[src/rtl/hbridge_drive_sequencer_pkg.sv]
// Shared definitions for the H-bridge drive sequencer: FSM state encoding
// (also decoded by the embsys status GPIO) and default timing constants.
package hbridge_drive_sequencer_pkg;

  typedef enum logic [1:0] {
    ST_IDLE = 2'd0,
    ST_RUN  = 2'd1,
    ST_RAMP = 2'd2,
    ST_DEAD = 2'd3
  } state_t;

  localparam int DEF_PWM_BITS = 8;
  localparam int DEF_PRESCALE = 16;
  localparam int DEF_RAMP_DIV = 4096;
  localparam int DEF_DEADTIME = 100000;

  // Width of a counter spanning 0..n-1, never narrower than one bit.
  function automatic int cnt_width(input int n);
    return (n > 1) ? $clog2(n) : 1;
  endfunction

endpackage

[src/rtl/hbridge_drive_sequencer_pwm_gen.sv]
// Free-running prescaled PWM counter with a registered duty compare.
// EN is only allowed high while gate is asserted.
module hbridge_drive_sequencer_pwm_gen
  import hbridge_drive_sequencer_pkg::*;
#(
  parameter int PWM_BITS = DEF_PWM_BITS,
  parameter int PRESCALE = DEF_PRESCALE
) (
  input  logic                clk,
  input  logic                resetn,
  input  logic                gate,
  input  logic [PWM_BITS-1:0] duty,
  output logic                en
);

  localparam int PS_W = cnt_width(PRESCALE);
  localparam logic [PS_W-1:0] PS_LAST = PS_W'(PRESCALE - 1);

  logic [PS_W-1:0]     presc;
  logic [PWM_BITS-1:0] pwm_cnt;
  logic                tick;

  assign tick = (presc == PS_LAST);

  always_ff @(posedge clk) begin
    if (!resetn) begin
      presc   <= '0;
      pwm_cnt <= '0;
      en      <= 1'b0;
    end else begin
      presc <= tick ? '0 : presc + 1'b1;
      if (tick) begin
        pwm_cnt <= pwm_cnt + 1'b1;
      end
      // Strict less-than: duty 0 never drives EN, full scale leaves one low tick.
      en <= gate && (pwm_cnt < duty);
    end
  end

endmodule

[src/rtl/hbridge_drive_sequencer.sv]
// H-bridge DIR/EN sequencer: tracks requested duty, and on a direction change
// ramps duty to zero, holds EN low for a dead time, then flips DIR.
module hbridge_drive_sequencer
  import hbridge_drive_sequencer_pkg::*;
#(
  parameter int PWM_BITS = DEF_PWM_BITS,
  parameter int PRESCALE = DEF_PRESCALE,
  parameter int RAMP_DIV = DEF_RAMP_DIV,
  parameter int DEADTIME = DEF_DEADTIME
) (
  input  logic                clk,
  input  logic                resetn,
  input  logic                enable_req,
  input  logic                dir_req,
  input  logic [PWM_BITS-1:0] duty_req,
  output logic                EN,
  output logic                DIR,
  output logic [PWM_BITS-1:0] duty_act,
  output logic                busy,
  output logic [1:0]          state
);

  localparam int RW = cnt_width(RAMP_DIV);
  localparam int DW = cnt_width(DEADTIME);
  localparam logic [RW-1:0] RAMP_LAST = RW'(RAMP_DIV - 1);
  localparam logic [DW-1:0] DEAD_LAST = DW'(DEADTIME - 1);

  state_t        st;
  logic [RW-1:0] ramp_cnt;
  logic [DW-1:0] dead_cnt;
  logic          gate;

  assign state = st;
  assign busy  = (st == ST_RAMP) || (st == ST_DEAD);
  // Qualifying with enable_req makes a disable force EN low on the very next edge.
  assign gate  = enable_req && ((st == ST_RUN) || (st == ST_RAMP));

  hbridge_drive_sequencer_pwm_gen #(
    .PWM_BITS(PWM_BITS),
    .PRESCALE(PRESCALE)
  ) u_pwm (
    .clk   (clk),
    .resetn(resetn),
    .gate  (gate),
    .duty  (duty_act),
    .en    (EN)
  );

  always_ff @(posedge clk) begin
    if (!resetn) begin
      st       <= ST_IDLE;
      DIR      <= 1'b1;
      duty_act <= '0;
      ramp_cnt <= '0;
      dead_cnt <= '0;
    end else if (!enable_req) begin
      st       <= ST_IDLE;
      duty_act <= '0;
      ramp_cnt <= '0;
      dead_cnt <= '0;
    end else begin
      case (st)
        ST_IDLE: begin
          duty_act <= '0;
          if (dir_req == DIR) begin
            st <= ST_RUN;
          end else begin
            st       <= ST_DEAD;
            dead_cnt <= DEAD_LAST;
          end
        end
        ST_RUN: begin
          if (dir_req != DIR) begin
            st       <= ST_RAMP;
            ramp_cnt <= '0;
          end else begin
            duty_act <= duty_req;
          end
        end
        ST_RAMP: begin
          if (dir_req == DIR) begin
            st       <= ST_RUN;
            ramp_cnt <= '0;
          end else if (ramp_cnt == RAMP_LAST) begin
            ramp_cnt <= '0;
            if (duty_act == '0) begin
              st       <= ST_DEAD;
              dead_cnt <= DEAD_LAST;
            end else begin
              duty_act <= duty_act - 1'b1;
            end
          end else begin
            ramp_cnt <= ramp_cnt + 1'b1;
          end
        end
        ST_DEAD: begin
          // EN has been low for the whole window, so DIR may move here only.
          if (dead_cnt == '0) begin
            DIR      <= dir_req;
            st       <= ST_RUN;
            duty_act <= '0;
          end else begin
            dead_cnt <= dead_cnt - 1'b1;
          end
        end
        default: st <= ST_IDLE;
      endcase
    end
  end

endmodule

[config.mk]
export PLATFORM = sky130hd
export DESIGN_NAME = hbridge_drive_sequencer
export DESIGN_NICKNAME = d
export VERILOG_FILES = /design/src/rtl/hbridge_drive_sequencer_pkg.sv /design/src/rtl/hbridge_drive_sequencer_pwm_gen.sv /design/src/rtl/hbridge_drive_sequencer.sv
export SDC_FILE = /design/constraint.sdc
export NUM_CORES = 1
export LEC_CHECK = 0
export BUFFER_PORTS_ARGS = -buffer_cell sky130_fd_sc_hd__buf_2
export CAP_MARGIN = 20
export CORE_ASPECT_RATIO = 1.5
export CORE_MARGIN = 5
export CORE_UTILIZATION = 25
export DETAILED_ROUTE_END_ITERATION = 12
export PLACE_DENSITY = 0.41
export SLEW_MARGIN = 15
export SYNTH_ARGS = -nofsm -noshare
export SYNTH_HDL_FRONTEND = slang
export SYNTH_SLANG_ARGS = --single-unit
[constraint.sdc]
create_clock -name clk -period 3.1 [get_ports clk]
set_input_delay 0.62 -clock clk [delete_from_list [all_inputs] [get_ports clk]]
set_output_delay 0.62 -clock clk [all_outputs]
set_load 0.05 [all_outputs]
# After elaboration in Yosys (flattened, before gate mapping)
# Index checks and enable logic that the tools add are counted.
# totals
ff_bits,53
in_bits,12
output_inout_bits,13
# classes
add_sub_neg,5
n_lt_le_gt_ge,1
n_eq_ne,18
muxes,23
bitwise_logic,1
n_reduce_logical,16
# ops
operator,n
$mux W17,5
$pmux W17 S3,1
$mux W8,5
$mux W12,3
$pmux W8 S4,1
$pmux W12 S2,1
$logic_not A17 Y1,1
$sub A17 B1 Y17 const B,1
$add A12 B1 Y12 const B,1
$eq A12 B12 Y1 const B,1
$mux W2,6
$ne A2 B2 Y1 const B,5
$add A8 B1 Y8 const B,1
$logic_not A8 Y1,1
$lt A8 B8 Y1,1
$ne A2 B1 Y1 const B,4
$pmux W2 S4,1
$sub A8 B1 Y8 const B,1
$ne A3 B1 Y1 const B,2
$reduce_and A6 Y1,1
$reduce_and A5 Y1,1
$add A4 B1 Y4 const B,1
$eq A2 B2 Y1 const B,2
$eq A4 B4 Y1 const B,1
13 further kinds,16

# Longest topological paths before layout
# Gate-level depths: netlist of run 1.
# depth
word_depth,5
ltp_mapped,10

# Cells and area by module
# From an unflattened synthesis of run 1, not the netlist that was laid out.
# unflattened
hier_cells,371
area_unflattened_um2,3111.7
# modules_own_cells
mod,n_inst,cells_per_inst,area_per_inst_um2
hbridge_drive_sequencer,1,290,2394.8
hbridge_drive_sequencer_pwm_gen,1,81,716.9

# Worst setup path before layout of run 1
# No wires, ideal clock.
# synth_timing
path_type,reg2reg
from,register st[0] (netlist: state[0])
to,register dead_cnt[8]
setup_ps,116
arrival_ps,2358
required_ps,2984
slack_ps,626
stages_incl_launch_ff,11
synth_period_minus_slack_ps,2474
cell_sequence,dfxtp_1 inv_1 ha_1 buf_2 or2_2 a21oi_1 and3_1 buf_4 buf_6 a31oi_1 a41o_1
# synth_between
elab_chain_cells,3
elab_cells_between_ends,11
# synth_rtl
item,line,rtl
"start, declared",hbridge_drive_sequencer.sv:28,state_t st;
"start signal, assigned",hbridge_drive_sequencer.sv:51,st <= ST_IDLE;
"start signal, assigned",hbridge_drive_sequencer.sv:57,st <= ST_IDLE;
"start signal, assigned",hbridge_drive_sequencer.sv:66,st <= ST_RUN;
$eq A2 B2 Y1 or $logic_not A2 Y1 (tied branches),hbridge_drive_sequencer.sv:62,case (st)
"$ne A2 B2 Y1 (no line), or another cell as far along",n/a,
$reduce_and A6 Y1 (no line),n/a,
"end signal, assigned",hbridge_drive_sequencer.sv:103,dead_cnt <= dead_cnt - 1'b1;
"end, declared",hbridge_drive_sequencer.sv:30,logic [DW-1:0] dead_cnt;
# Several ways; a longest one is shown, not always the timed one.
# A chain may end at the register's enable or synchronous reset.

# Worst setup path after layout of run 1
# layout_timing
from,register st[0] (netlist: state[0])
to,output busy
# layout_between
elab_chain_cells,2
elab_cells_between_ends,3
# layout_rtl
item,line,rtl
$eq A2 B2 Y1,hbridge_drive_sequencer.sv:34,assign busy = (st == ST_RAMP) || (st == ST_DEAD);
$logic_or A1 B1 Y1 *,hbridge_drive_sequencer.sv:34,
"end, declared",hbridge_drive_sequencer.sv:19,"output logic busy,"
# Every way passes the cells marked *; elsewhere a longest branch is shown, timed or not.

==> impl_metrics.tcl, run 1 <==
set metrics [dict create \
    num_rows 50 \
    post-route-drc-count 0 \
    wirelength_mm 8.64 \
    clk_latency_ns 0.30 \
    syn_area_um2 3190 \
    numCtsBuffers 5 \
    drt-wirelength-per-cell_um 15.4 \
    holdPathEnd "u_pwm.presc[0]" \
    rsz0062_at_grt "false" \
    final_cell_mix "53 x dfxtp_1, 40 x nand2_1, 27 x nor2_1, 25 x nand3_1, 24 x buf_2" \
    post-place-ws_ns 0.620 \
    final_common_cell "dfxtp_1" \
    status "complete, no violations" \
    fmax_mhz 402 \
    antenna_found_initial 0 \
    synth_edf_count 0 \
    cts_tree "built" \
    cts-resized-gates 0 \
    finalSetupViolations 0 \
    syn_avg_cell_area_um2 8.39 \
    ios 25 \
    hold_viol 0 \
    final_area_um2 3660 \
    grt_pass1_vias 2797 \
    slew_headroom_pct 52.8 \
    core_um2 12500 \
    hold_start "u_pwm.presc[0]" \
    synthFlopType "dfxtp_1" \
    yosysWarnings 0 \
    r2r-end "dead_cnt[4]" \
    die_area_um2 15200 \
    p_leak_nw 1.36 \
    vias_per_cell 5.04 \
    final_nets 435 \
    area_delta_synth_final_pct 15.0 \
    drtIter0Drc 98 \
    place_area_um2 3500 \
    drv_slew 0 \
    tns_ns 0 \
    clock_skew_ns 0.0103 \
    fin_crit_sh_pct 80.3 \
    antenna-diode-count 0 \
    irDropWorstVdd_mv 0.199 \
    antenna_left 0 \
    cts-root-buf "clkbuf_16" \
    fin_ws_ns 0.612 \
    r2r_slack_ns 0.62 \
    port_buffers 24 \
    cts_buffer_depth 2 \
    async_reset_ff_share_pct 0 \
    synthCells 380 \
    drive_gt1_share_pct 12.8 \
    criticalPathCategory "reg -> out" \
    hpwl_mm 6.60 \
    grt_pass1_wl_mm 14.0 \
    arrival_ns 1.87 \
    vias 2833 \
    synth_seq_area_share_pct 33.3 \
    startpoint_type "register" \
    grt_remaining_overflow 0 \
    worst_pin_slew_ns 0.706 \
    fp.dieW_um 102 \
    fin_util_pct 29.3 \
    start_util_pct 25.5 \
    ctsHoldBuffers 0 \
    r2r-start "state[0]" \
    place.gp.congestion 0.748 \
    ff2ff_path_depth 7 \
    crit_fanout 14 \
    hold_path_depth 1 \
    cts.clk_slew.worst_paths_ns 0.08 \
    syn_nets 410 \
    cellPowerDensity_nw_per_um2 471 \
    fillerInstances 1366 \
    postCtsSetupBuffers 0 \
    grt_max_degree 20 \
    die_y_um 148 \
    period_minus_slack_ns 2.49 \
    gr-usage-all-layers_pct 11.8 \
    clock_sinks 53 \
    crit_path_end_kind "primary output" \
    hp-class "reg -> reg" \
    yosys.cell_types.count 62 \
    maxCapViolations 0 \
    synth_seq_cells 53 \
    htreeDepth 2 \
    required_ns 2.48 \
    first_pass_iters 4 \
]
-- where the power goes --
group / total, W / leakage [nW] / switching, W / internal, W
clock: 0.000654 / 0.0842 / 0.000271 / 0.000383
sequential: 0.000729 / 0.430 / 0.0000269 / 0.000702
combinational: 0.000344 / 0.844 / 0.000225 / 0.000119
-- stage by stage --
stage	instances	hold slack, ns	power, W
after global routing	562	0.484	0.00182
after global placement	554	0.449	0.00109
after detailed placement	554	0.458	0.00109
final	562	0.473	0.00173
after CTS	562	0.472	0.00176
after floorplan	380	0.430	0.00100
-- layout make-up --
type	instances	area, um2	share of cell area, %
Clock buffer	5	125	3.41
Sequential cell	53	1060	29.0
Inverter	24	90.1	2.46
Timing Repair Buffer	32	180	4.92
Multi-Input combinational cell	289	1970	53.7
Clock inverter	3	43.8	1.19
Tap cell	156	195	5.33
-- how the worst max path moves through the flow --
stage | start | to | slack, ns | cells after the start
6_report | state[0] | busy | 0.61 | 4
5_1_grt | state[0] | dead_cnt[4] | 0.39 | 7
4_1_cts | state[0] | busy | 0.58 | 4
3_5_place_dp | state[0] | dead_cnt[4] | 0.62 | 7
3_3_place_gp | state[0] | dead_cnt[4] | 0.65 | 7
2_1_floorplan | state[0] | dead_cnt[8] | 0.63 | 10
-- synth_stat cells, drive strengths merged (8+ instances only) --
| cell type | n | area share [%] |
|---|---|---|
| a21oi | 13 | 2.0 |
| and2 | 10 | 2.0 |
| and3 | 9 | 1.8 |
| clkbuf | 10 | 1.2 |
| dfxtp | 53 | 33 |
| ha | 18 | 7.1 |
| inv | 23 | 2.7 |
| mux2i | 11 | 3.5 |
| nand2 | 40 | 4.7 |
| nand3 | 25 | 3.9 |
| nand4 | 9 | 2.0 |
| nor2 | 27 | 3.2 |
| nor3 | 11 | 1.7 |
| nor4 | 8 | 2.2 |
| o21ai | 18 | 3.3 |
| xnor2 | 15 | 4.1 |
| xor2 | 8 | 2.2 |
-- kinds of logic after synthesis --
kind of cell | count (synthesis) | share of synthesized area, %
buf+inv | 38 | 4.91
compound gates | 79 | 18.8
fa+ha+maj | 18 | 7.07
xor+xnor | 23 | 6.32
mux | 11 | 3.46
flops | 53 | 33.3
simple gates | 158 | 26.2
-- worst max-delay path, cell delays in order, from the launching register on --
cell	delay, ns
dfxtp_1	0.45
ha_1	0.55
inv_1	0.18
nand2_1	0.13
buf_2	0.27
-- metal layers --
metal / vias to the layer above / global-route usage (%) / wire length [um]
li1: 1439 / - / -
met1: 1347 / 13.4 / 3630
met5: - / 0 / 0
met4: 0 / 3.81 / 153
met2: 38 / 22.0 / 4670
met3: 9 / 1.97 / 193
-- sequential cells by signal, summed over array words and instances, names as in the netlist --
| name | flops |
|---|---|
| duty_act | 8 |
| DIR | 1 |
| u_pwm.pwm_cnt | 8 |
| dead_cnt | 17 |
| u_pwm.en | 1 |
| state | 2 |
| u_pwm.presc | 4 |
| ramp_cnt | 12 |
(Power assumes the default switching activity.)
==> run 2: changes to the inputs <==
- PLACE_DENSITY: 0.41 -> 0.42
- clock period: 3.1 -> 2.2 ns (I/O delays scaled with it)
==> run 2 against run 1 <==
Compared with the run above: final cell count grew 4.4%; global-route usage grew 0.84 points; largest power group unchanged; hold slack lost 0.052 ns; count of clock-buffer cells in the layout grew 2; total power grew 44%; sequential share of layout area shrank 1.5 points; sequential cell count is the same; utilization grew 1.7 points; critical endpoint unchanged; clock power grew 37%; via count grew 3.9%; first-iteration DRC count grew 80%; register-to-register slack lost 0.48 ns.
==> impl_metrics.tcl, run 2 (synthesis gave the netlist of run 1 again) <==
set metrics [dict create \
    final_cell_mix "51 x dfxtp_1, 40 x nand2_1, 32 x buf_4, 26 x nor2_1, 25 x nand3_1" \
    drive_gt1_share_pct 18.6 \
    fmax_mhz 482 \
    hold_path_depth 3 \
    holdPathEnd "DIR" \
    cts-root-buf "clkbuf_16" \
    grt_pass1_vias 2983 \
    cellPowerDensity_nw_per_um2 641 \
    port_buffers 24 \
    num_rows 50 \
    irDropWorstVdd_mv 0.277 \
    r2r_slack_ns 0.14 \
    cp_cell_sequence "inv_1 > ha_1 > buf_4 > clkinv_1 > buf_4 > nand2_1 > buf_6" \
    fin_crit_sh_pct 94.3 \
    finalSetupViolations 0 \
    wirelength_mm 9.09 \
    reg.largest.list "dead_cnt: 17 flops, ramp_cnt: 12 flops" \
    cts_tree "built" \
    clk_latency_ns 0.30 \
    timing.hold.ws_ns 0.421 \
    r2r-start "dead_cnt[0]" \
    rsz0062_at_grt "false" \
    drt-wirelength-per-cell_um 15.5 \
    crit_family "buffers and inverters" \
    fp.dieW_um 102 \
    slew_headroom_pct 68.6 \
    fillerInstances 1364 \
    grt_pass1_wl_mm 15.1 \
    post-route-drc-count 0 \
    period_minus_slack_ns 2.07 \
    drv_slew 0 \
    area_delta_synth_final_pct 21.8 \
    fin_util_pct 31.0 \
    arrival_ns 1.63 \
    cts_buffer_depth 2 \
    first_pass_iters 6 \
    startpoint_type "register" \
    drtIter0Drc 176 \
    cpPeakStageDelay_ns 0.37 \
    r2r-end "state[1]" \
    final_nets 460 \
    crit_path_end_kind "primary output" \
    die_area_um2 15200 \
    numCtsBuffers 5 \
    cp_common_cell "buf_4" \
    place.gp.congestion 0.815 \
    regArea_um2 1070 \
    required_ns 1.76 \
    hpwl_mm 7.14 \
    antenna_left 0 \
    start_util_pct 25.5 \
    cts.clk_slew.worst_paths_ns 0.07 \
    criticalPathCategory "reg -> out" \
    clock_skew_ns 0.00588 \
    maxCapViolations 0 \
    hp-class "in -> reg" \
    worst_pin_slew_ns 0.467 \
    core_um2 12500 \
    vias 2944 \
    final_common_cell "dfxtp_1" \
    crit_buf_inv 5 \
    antenna-diode-count 0 \
    grt_max_degree 20 \
    multi_input_area_um2 1970 \
    p_leak_nw 1.49 \
    hold_viol 0 \
    largest-register "dead_cnt" \
    cp_slowest_cell "dfxtp_4" \
    ff2ff_path_depth 7 \
    gr-usage-all-layers_pct 12.7 \
    status "complete, no violations" \
    vias_per_cell 5.02 \
    die_y_um 148 \
    crit_fanout 9 \
    ios 25 \
    hold_start "dir_req" \
    htreeDepth 2 \
    largest_register_ffs 17 \
    grt_remaining_overflow 0 \
    clock_sinks 53 \
    antenna_found_initial 0 \
    tns_ns 0 \
]
[run 2: changes by cell type in the layout (fill, tap and decap cells not counted), sizes merged]
cell,change
buf,+25
bufinv,-1
clkbuf,+2
clkinv,-1
clkinvlp,+1
inv,-1
[run 2: cell type report]
class / instances / share of cell area, %
clock buffers: 7 / 4.22
multi-input cells: 289 / 50.8
flip-flops and latches: 53 / 27.5
well taps: 156 / 5.03
repair buffers: 57 / 9.96
clock inverters: 1 / 0.193
inverters: 24 / 2.32
[run 2: worst reg2reg max path: cells and delay by family (launching register included)]
family | cells | cell delay [ns]
AO/OA/AOI/OAI | 3 | 0.79
adder cells (fa/ha/maj) | 1 | 0.16
buffers and inverters | 1 | 0.08
flip-flops | 1 | 0.34
AND/OR/NAND/NOR | 2 | 0.60
[run 2: per-stage QoR]
step | total power (W) | setup WS (ns) | cell area, um2 | instances
after CTS | 0.00252 | 0.0239 | 3870 | 587
after global routing | 0.00261 | 0.0126 | 3880 | 587
after global placement | 0.00161 | 0.163 | 3700 | 579
after floorplan | 0.00141 | 0.0423 | 3190 | 380
after detailed placement | 0.00161 | 0.180 | 3700 | 579
final | 0.00249 | 0.125 | 3880 | 587
[run 2: worst max-delay path by stage]
stage                     depth (start not counted)      endpoint  slack [ns]        start
after floorplan                                   8  dead_cnt[10]        0.04  duty_act[0]
after global placement                            7  dead_cnt[11]        0.16     state[0]
after detailed placement                          7  dead_cnt[11]        0.18     state[0]
after CTS                                         7          busy        0.02     state[0]
after global routing                              7          busy        0.01     state[0]
final                                             7          busy        0.13     state[0]
[run 2: metal layers]
layer	track usage [%]	wire length [um]	up-vias
met2	24.4	5080	40
met5	0	0	-
li1	-	-	1481
met4	4.07	152	0
met1	13.6	3660	1413
met3	2.11	198	10
[run 2: timing repair]
item | 4_1_cts | 5_1_grt
buffers inserted | 0 | 0
hold buffers | 0 | 0
gates resized for setup | 0 | 5
endpoints found under the setup margin | 0 | 6
[run 2: power by group]
| part | switching (W) | internal [W] | total, W |
|---|---|---|---|
| combinational | 0.000345 | 0.000220 | 0.000564 |
| sequential | 0.0000367 | 0.000990 | 0.00103 |
| clock | 0.000373 | 0.000523 | 0.000896 |
